===== src/rtl/dp_seq_pkg.sv =====
// Shared types and encodings for the dp_sequencer datapath controller:
// FSM states, opcode/op values, ALU and shifter codes, instruction field positions.
package dp_seq_pkg;

  typedef enum logic [2:0] {
    S_IDLE,
    S_DECODE,
    S_GET_A,
    S_GET_B,
    S_EXEC,
    S_WR_IMM,
    S_WR_REG,
    S_DONE
  } state_t;

  localparam logic [2:0] OPC_MOV = 3'b110;
  localparam logic [2:0] OPC_ALU = 3'b101;

  localparam logic [1:0] OP_MOV_IMM = 2'b10;
  localparam logic [1:0] OP_MOV_REG = 2'b00;
  localparam logic [1:0] OP_ADD     = 2'b00;
  localparam logic [1:0] OP_CMP     = 2'b01;
  localparam logic [1:0] OP_AND     = 2'b10;
  localparam logic [1:0] OP_MVN     = 2'b11;

  localparam logic [1:0] ALU_ADD  = 2'b00;
  localparam logic [1:0] ALU_SUB  = 2'b01;
  localparam logic [1:0] ALU_AND  = 2'b10;
  localparam logic [1:0] ALU_NOTB = 2'b11;

  localparam logic [1:0] SH_NONE = 2'b00;
  localparam logic [1:0] SH_LSL  = 2'b01;
  localparam logic [1:0] SH_LSR  = 2'b10;
  localparam logic [1:0] SH_ASR  = 2'b11;

  localparam int OPC_MSB = 15;
  localparam int OPC_LSB = 13;
  localparam int OP_MSB  = 12;
  localparam int OP_LSB  = 11;
  localparam int RN_MSB  = 10;
  localparam int RN_LSB  = 8;
  localparam int RD_MSB  = 7;
  localparam int RD_LSB  = 5;
  localparam int SH_MSB  = 4;
  localparam int SH_LSB  = 3;
  localparam int RM_MSB  = 2;
  localparam int RM_LSB  = 0;

endpackage


===== src/rtl/dp_seq_decode.sv =====
// Combinational instruction classifier: splits the latched instruction into
// its class (mov_imm, mov_reg, alu, cmp, mvn, illegal) and register/shift fields.
module dp_seq_decode
  import dp_seq_pkg::*;
(
  input  logic [15:0] i_instr,
  output logic        o_mov_imm,
  output logic        o_mov_reg,
  output logic        o_alu,
  output logic        o_cmp,
  output logic        o_mvn,
  output logic        o_illegal,
  output logic [1:0]  o_op,
  output logic [1:0]  o_sh,
  output logic [2:0]  o_rn,
  output logic [2:0]  o_rd,
  output logic [2:0]  o_rm
);

  logic [2:0] w_opc;
  logic [1:0] w_op;
  logic       w_is_mov;
  logic       w_is_alu;

  assign w_opc = i_instr[OPC_MSB:OPC_LSB];
  assign w_op  = i_instr[OP_MSB:OP_LSB];

  assign o_op = w_op;
  assign o_sh = i_instr[SH_MSB:SH_LSB];
  assign o_rn = i_instr[RN_MSB:RN_LSB];
  assign o_rd = i_instr[RD_MSB:RD_LSB];
  assign o_rm = i_instr[RM_MSB:RM_LSB];

  // "alu" covers the two-operand ops that write Rd (ADD and AND)
  always_comb begin
    w_is_mov  = (w_opc == OPC_MOV);
    w_is_alu  = (w_opc == OPC_ALU);
    o_mov_imm = w_is_mov && (w_op == OP_MOV_IMM);
    o_mov_reg = w_is_mov && (w_op == OP_MOV_REG);
    o_alu     = w_is_alu && ((w_op == OP_ADD) || (w_op == OP_AND));
    o_cmp     = w_is_alu && (w_op == OP_CMP);
    o_mvn     = w_is_alu && (w_op == OP_MVN);
    o_illegal = !(o_mov_imm || o_mov_reg || o_alu || o_cmp || o_mvn);
  end

endmodule


===== src/rtl/dp_sequencer.sv =====
// Multicycle controller running one instruction per start on the regfile/shifter/ALU datapath.
// Optional macro DPSEQ_RETIRE_CNT_EN adds the retired-instruction counter port.
module dp_sequencer
  import dp_seq_pkg::*;
#(
  parameter int IMM_W  = 8,
  parameter int DATA_W = 16
) (
  input  logic              clk,
  input  logic              reset_n,
  input  logic              start,
  input  logic [DATA_W-1:0] instr,
  output logic              busy,
  output logic              done,
  output logic              err,
  output logic [2:0]        readnum,
  output logic [2:0]        writenum,
  output logic              write,
  output logic              vsel,
  output logic              loada,
  output logic              loadb,
  output logic              asel,
  output logic              bsel,
  output logic [1:0]        shift,
  output logic [1:0]        ALUop,
  output logic              loadc,
  output logic              loads,
`ifdef DPSEQ_RETIRE_CNT_EN
  output logic [15:0]       retired,
`endif
  output logic [DATA_W-1:0] datapath_in
);

  state_t            r_state;
  state_t            w_next;
  logic [DATA_W-1:0] r_instr;
  logic              r_err;

  logic       w_mov_imm, w_mov_reg, w_alu, w_cmp, w_mvn, w_illegal;
  logic [1:0] w_op, w_sh;
  logic [2:0] w_rn, w_rd, w_rm;

  dp_seq_decode u_decode (
    .i_instr   (r_instr),
    .o_mov_imm (w_mov_imm),
    .o_mov_reg (w_mov_reg),
    .o_alu     (w_alu),
    .o_cmp     (w_cmp),
    .o_mvn     (w_mvn),
    .o_illegal (w_illegal),
    .o_op      (w_op),
    .o_sh      (w_sh),
    .o_rn      (w_rn),
    .o_rd      (w_rd),
    .o_rm      (w_rm)
  );

  always_ff @(posedge clk or negedge reset_n) begin
    if (!reset_n) r_state <= S_IDLE;
    else          r_state <= w_next;
  end

  // err is sticky across the DONE of an illegal instruction and clears only on the next accept
  always_ff @(posedge clk or negedge reset_n) begin
    if (!reset_n) begin
      r_instr <= '0;
      r_err   <= 1'b0;
    end else if (r_state == S_IDLE && start) begin
      r_instr <= instr;
      r_err   <= 1'b0;
    end else if (r_state == S_DECODE && w_illegal) begin
      r_err   <= 1'b1;
    end
  end

  always_comb begin
    w_next = r_state;
    unique case (r_state)
      S_IDLE:   if (start) w_next = S_DECODE;
      S_DECODE: begin
        if (w_mov_imm)               w_next = S_WR_IMM;
        else if (w_mov_reg || w_mvn) w_next = S_GET_B;
        else if (w_alu || w_cmp)     w_next = S_GET_A;
        else                         w_next = S_DONE;
      end
      S_GET_A:  w_next = S_GET_B;
      S_GET_B:  w_next = S_EXEC;
      S_EXEC:   w_next = w_cmp ? S_DONE : S_WR_REG;
      S_WR_IMM: w_next = S_DONE;
      S_WR_REG: w_next = S_DONE;
      S_DONE:   w_next = S_IDLE;
      default:  w_next = S_IDLE;
    endcase
  end

  always_comb begin
    readnum  = '0;
    writenum = '0;
    write    = 1'b0;
    vsel     = 1'b0;
    loada    = 1'b0;
    loadb    = 1'b0;
    asel     = 1'b0;
    bsel     = 1'b0;
    shift    = SH_NONE;
    ALUop    = ALU_ADD;
    loadc    = 1'b0;
    loads    = 1'b0;
    done     = 1'b0;
    unique case (r_state)
      S_GET_A: begin
        readnum = w_rn;
        loada   = 1'b1;
      end
      S_GET_B: begin
        readnum = w_rm;
        loadb   = 1'b1;
      end
      // MOV reg and MVN pass B through the ALU with A forced to zero
      S_EXEC: begin
        shift = w_sh;
        asel  = w_mov_reg || w_mvn;
        ALUop = w_mov_reg ? ALU_ADD : w_op;
        loadc = !w_cmp;
        loads = w_cmp;
      end
      S_WR_REG: begin
        writenum = w_rd;
        write    = 1'b1;
      end
      S_WR_IMM: begin
        writenum = w_rn;
        vsel     = 1'b1;
        write    = 1'b1;
      end
      S_DONE:  done = 1'b1;
      default: ;
    endcase
  end

  assign busy        = (r_state != S_IDLE);
  assign err         = r_err;
  assign datapath_in = {{(DATA_W-IMM_W){r_instr[IMM_W-1]}}, r_instr[IMM_W-1:0]};

`ifdef DPSEQ_RETIRE_CNT_EN
  logic [15:0] r_retired;

  always_ff @(posedge clk or negedge reset_n) begin
    if (!reset_n)                    r_retired <= '0;
    else if (r_state == S_DONE && !r_err) r_retired <= r_retired + 16'd1;
  end

  assign retired = r_retired;
`endif

endmodule


===== config.mk =====
export PLATFORM = sky130hd
export DESIGN_NAME = dp_sequencer
export DESIGN_NICKNAME = d
export VERILOG_FILES = /design/src/rtl/dp_seq_pkg.sv /design/src/rtl/dp_seq_decode.sv /design/src/rtl/dp_sequencer.sv
export SDC_FILE = /design/constraint.sdc
export NUM_CORES = 1
export LEC_CHECK = 0
export ABC_AREA = 1
export CAP_MARGIN = 10
export CELL_PAD_IN_SITES_DETAIL_PLACEMENT = 2
export CELL_PAD_IN_SITES_GLOBAL_PLACEMENT = 2
export CORE_UTILIZATION = 21
export CTS_CLUSTER_DIAMETER = 120
export CTS_CLUSTER_SIZE = 20
export DETAILED_ROUTE_END_ITERATION = 6
export PLACE_DENSITY = 0.88
export REMOVE_ABC_BUFFERS = 1
export SETUP_SLACK_MARGIN = 0.1
export SLEW_MARGIN = 0
export SYNTH_ARGS = -nofsm -noshare
export SYNTH_HDL_FRONTEND = slang
export SYNTH_SLANG_ARGS = --single-unit

===== constraint.sdc =====
create_clock -name clk -period 1.7 [get_ports clk]
set_clock_uncertainty 0.05 [all_clocks]
set_input_delay 0.34 -clock clk [delete_from_list [all_inputs] [get_ports clk]]
set_output_delay 0.34 -clock clk [all_outputs]
set_load 0.01 [all_outputs]

==> impl_metrics.ini, run 1 <==
[placed_design]
portBuffers = 54
gp_congestion = 0.707
dp.cells = 274
hpwl_um = 3160
place_ws_ns = -0.283
place_area_um2 = 1780

[worst_setup_path]
cp_top_family = flip-flops
worstPathRequired_ns = 1.31
cp_data_arrival_time_ns = 1.52
cp_slowest_cell = dfrtp_1
crit_buf_inv = 1
critPathKind = flip-flop to output pin
critPathMaxStageDelay_ns = 0.46
cp-start-kind = flip-flop
cp-end-kind = output pin
crit_path_cell_trace = nand2_1 -> nor2_4 -> nand3_1 -> a21oi_2 -> buf_2
critPathMaxFanout = 4

[clock_tree]
cts_made_buffers = 3
clockBufferDepth = 2
clkTransAtPathRegs_ns = 0.09
cts_root_buffer = clkbuf_8
cts_max_level = 1
clock_latency_ns = 0.27
clock_sinks = 20
cts_tree = done

[final_layout]
final_cells = 294
area.growth.synth_to_final_pct = 94.4
antenna_cells = 0
drive_above_1_share_pct = 51.3
nFillCells = 565
final_area_um2 = 2250
fin_util_pct = 43.2
final_nets = 244

[sta]
max_freq_mhz = 524
setup_slack_ns = -0.207
fin_crit_sh_pct = 112
period_needed_ns = 1.91
setup_violations = 19
final_max_slew_viol_count = 0
rsz0062_at_grt = yes
hold_viol_final = 0

[route]
drc = 0
met1_length_um = 2510
drt-vias-per-instance = 4.63
routed_wl_um = 6490
highest_layer = met4
drt-pass1-iter-count = 4
drtIter0Drc = 21
vias = 1362
wl_per_cell_um = 22.1
wl_met2_um = 3420
wl_met3_um = 202
ant_nets = 0

[logic_synthesis]
synth.distinct_cells = 17
synth_area_um2 = 1160
seq_area_frac_synth_pct = 43.2
synthTopCellsByArea = dfrtp_1 (43%), buf_4 (11%), nand2_1 (11%), inv_1 (8.1%), o21ai_0 (7.8%)
synth-seq-cells = 20
synthCells = 151
syn_area_per_cell_um2 = 7.66
yosysTopAreaCell = dfrtp_1
synth_top_cell_area_share_pct = 43.2
yosysWarnings = 0

[run_status]
violations = negative setup slack
status = finished with violations

[floorplan]
rows = 26
die_w_um = 76.2
io_pins = 56
coreArea_um2 = 5200
die_area_um2 = 5810
start_util_pct = 22.2
die_h_um = 76.2

[global_route]
grt_max_degree = 27
overflow = 0
grt_pass1_wl_um = 7760
grt_antenna_before_repair = 0
grt_pass1_vias = 1385
grt_usage_pct = 18.0

[pwr]
power.leakage_nw = 1.10
p_total_mw = 4.42
power_density_nw_per_um2 = 1960
vdd_ir_drop_max_uv = 494

[min_path]
min_path_type = primary input to async pin

[flow_run]
cap_violations = 0
## stage by stage
step	hold WS (ns)	setup TNS (ns)
6_report	0.356	-2.20
5_1_grt	0.386	-3.71
4_1_cts	0.374	-1.24
3_5_place_dp	0.471	-3.88
3_3_place_gp	0.467	-2.55
2_1_floorplan	-0.00559	0
## power breakdown
group / internal (mW) / switching, mW
sequential: 0.720 / 0.217
combinational: 1.42 / 1.65
clock: 0.207 / 0.195
total: 2.35 / 2.07
## final cells by class
type	instances	area, µm²	area share (%)
flip-flops and latches	20	503	22.4
multi-input cells	85	648	28.8
well taps	70	87.6	3.89
clock buffers	4	55.1	2.45
inverters	26	110	4.89
repair buffers	89	846	37.6
## routing by layer
layer | vias up | global-route usage, %
met2 | 50 | 33.3
met1 | 685 | 18.7
met5 | - | 0
met3 | 26 | 2.51
met4 | 0 | 11.9
li1 | 601 | -
## cell usage in the layout, fill, tap and decap left out, types with 9 or more instances in the layout
| master | instances |
|---|---|
| buf_2 | 12 |
| nand2_2 | 12 |
| dlygate4sd2_1 | 9 |
| buf_4 | 18 |
| inv_1 | 18 |
| nand2_1 | 14 |
| buf_6 | 21 |
| dfrtp_1 | 18 |
| clkdlybuf4s50_1 | 24 |
## worst register-to-register path, delay by kind of cell, from the launching register on
family / cells / cell delay, ns
flip-flops: 1 / 0.44
AND/OR/NAND/NOR: 3 / 0.39
AO/OA/AOI/OAI: 1 / 0.09
buffers and inverters: 5 / 0.70
## registers in the layout, summed over array words and instances (netlist names)
name and cells:
err 1, r_instr 16, r_state 3
## synth_stat cells
cell type	instances
inv_1	25
inv_2	1
nand4_1	1
buf_6	3
buf_4	17
conb_1	1
nand3_4	1
nor2_4	1
o22ai_1	6
a21oi_1	3
dfrtp_1	20
o21bai_1	1
o21ai_0	18
nand3_1	5
nor2_1	11
nand2_1	34
nor3_1	3
## kinds of logic (layout without fill, tap and decap cells)
logic type,Yosys count,in the layout,synth area share (%)
flops,20,20,43.2
buf+inv,46,119,22.4
compound gates,28,28,13.0
other cells,1,1,0.324
simple gates,56,56,21.1
## worst paths after layout
kind / endpoint / startpoint / slack (ns) / depth (start not counted)
setup / recovery: asel / r_instr[15]$_DFFE_PN0P_ / -0.21 / 5
setup reg to reg: r_instr[7]$_DFFE_PN0P_ / r_state[0]$_DFFE_PN0P_ / -0.04 / 9
min in group clk: err$_DFFE_PN0P_ / err$_DFFE_PN0P_ / 0.50 / 2
hold reg to reg: err$_DFFE_PN0P_ / err$_DFFE_PN0P_ / 0.50 / 2
max in group asynchronous: r_state[1]$_DFFE_PN0P_ / reset_n / 1.00 / 2
hold / removal: r_instr[12]$_DFFE_PN0P_ / reset_n / 0.36 / 2
## repair_timing
action                                  CTS  global route
pin swaps                                 8             6
gates resized for setup                 122            74
setup buffers                             7             7
hold buffers                              0             0
endpoints found under the setup margin   28            36
cloned                                    0             3
(Power assumes the default switching activity.)
==> run 2, diff against run 1 <==
ABC_CLOCK_PERIOD_IN_PS = 1700   (was not set)
SLEW_MARGIN = 20   (was 0)
==> results of run 2 <==
Same layout as run 1: the final DEF is identical, and so are final timing and power.
==> run 3, diff against run 2 <==
CTS_CLUSTER_SIZE = not set   (was 20)
GPL_ROUTABILITY_DRIVEN = 1   (was not set)
==> results of run 3 <==
Same layout as run 1: the final DEF is identical, and so are final timing and power.
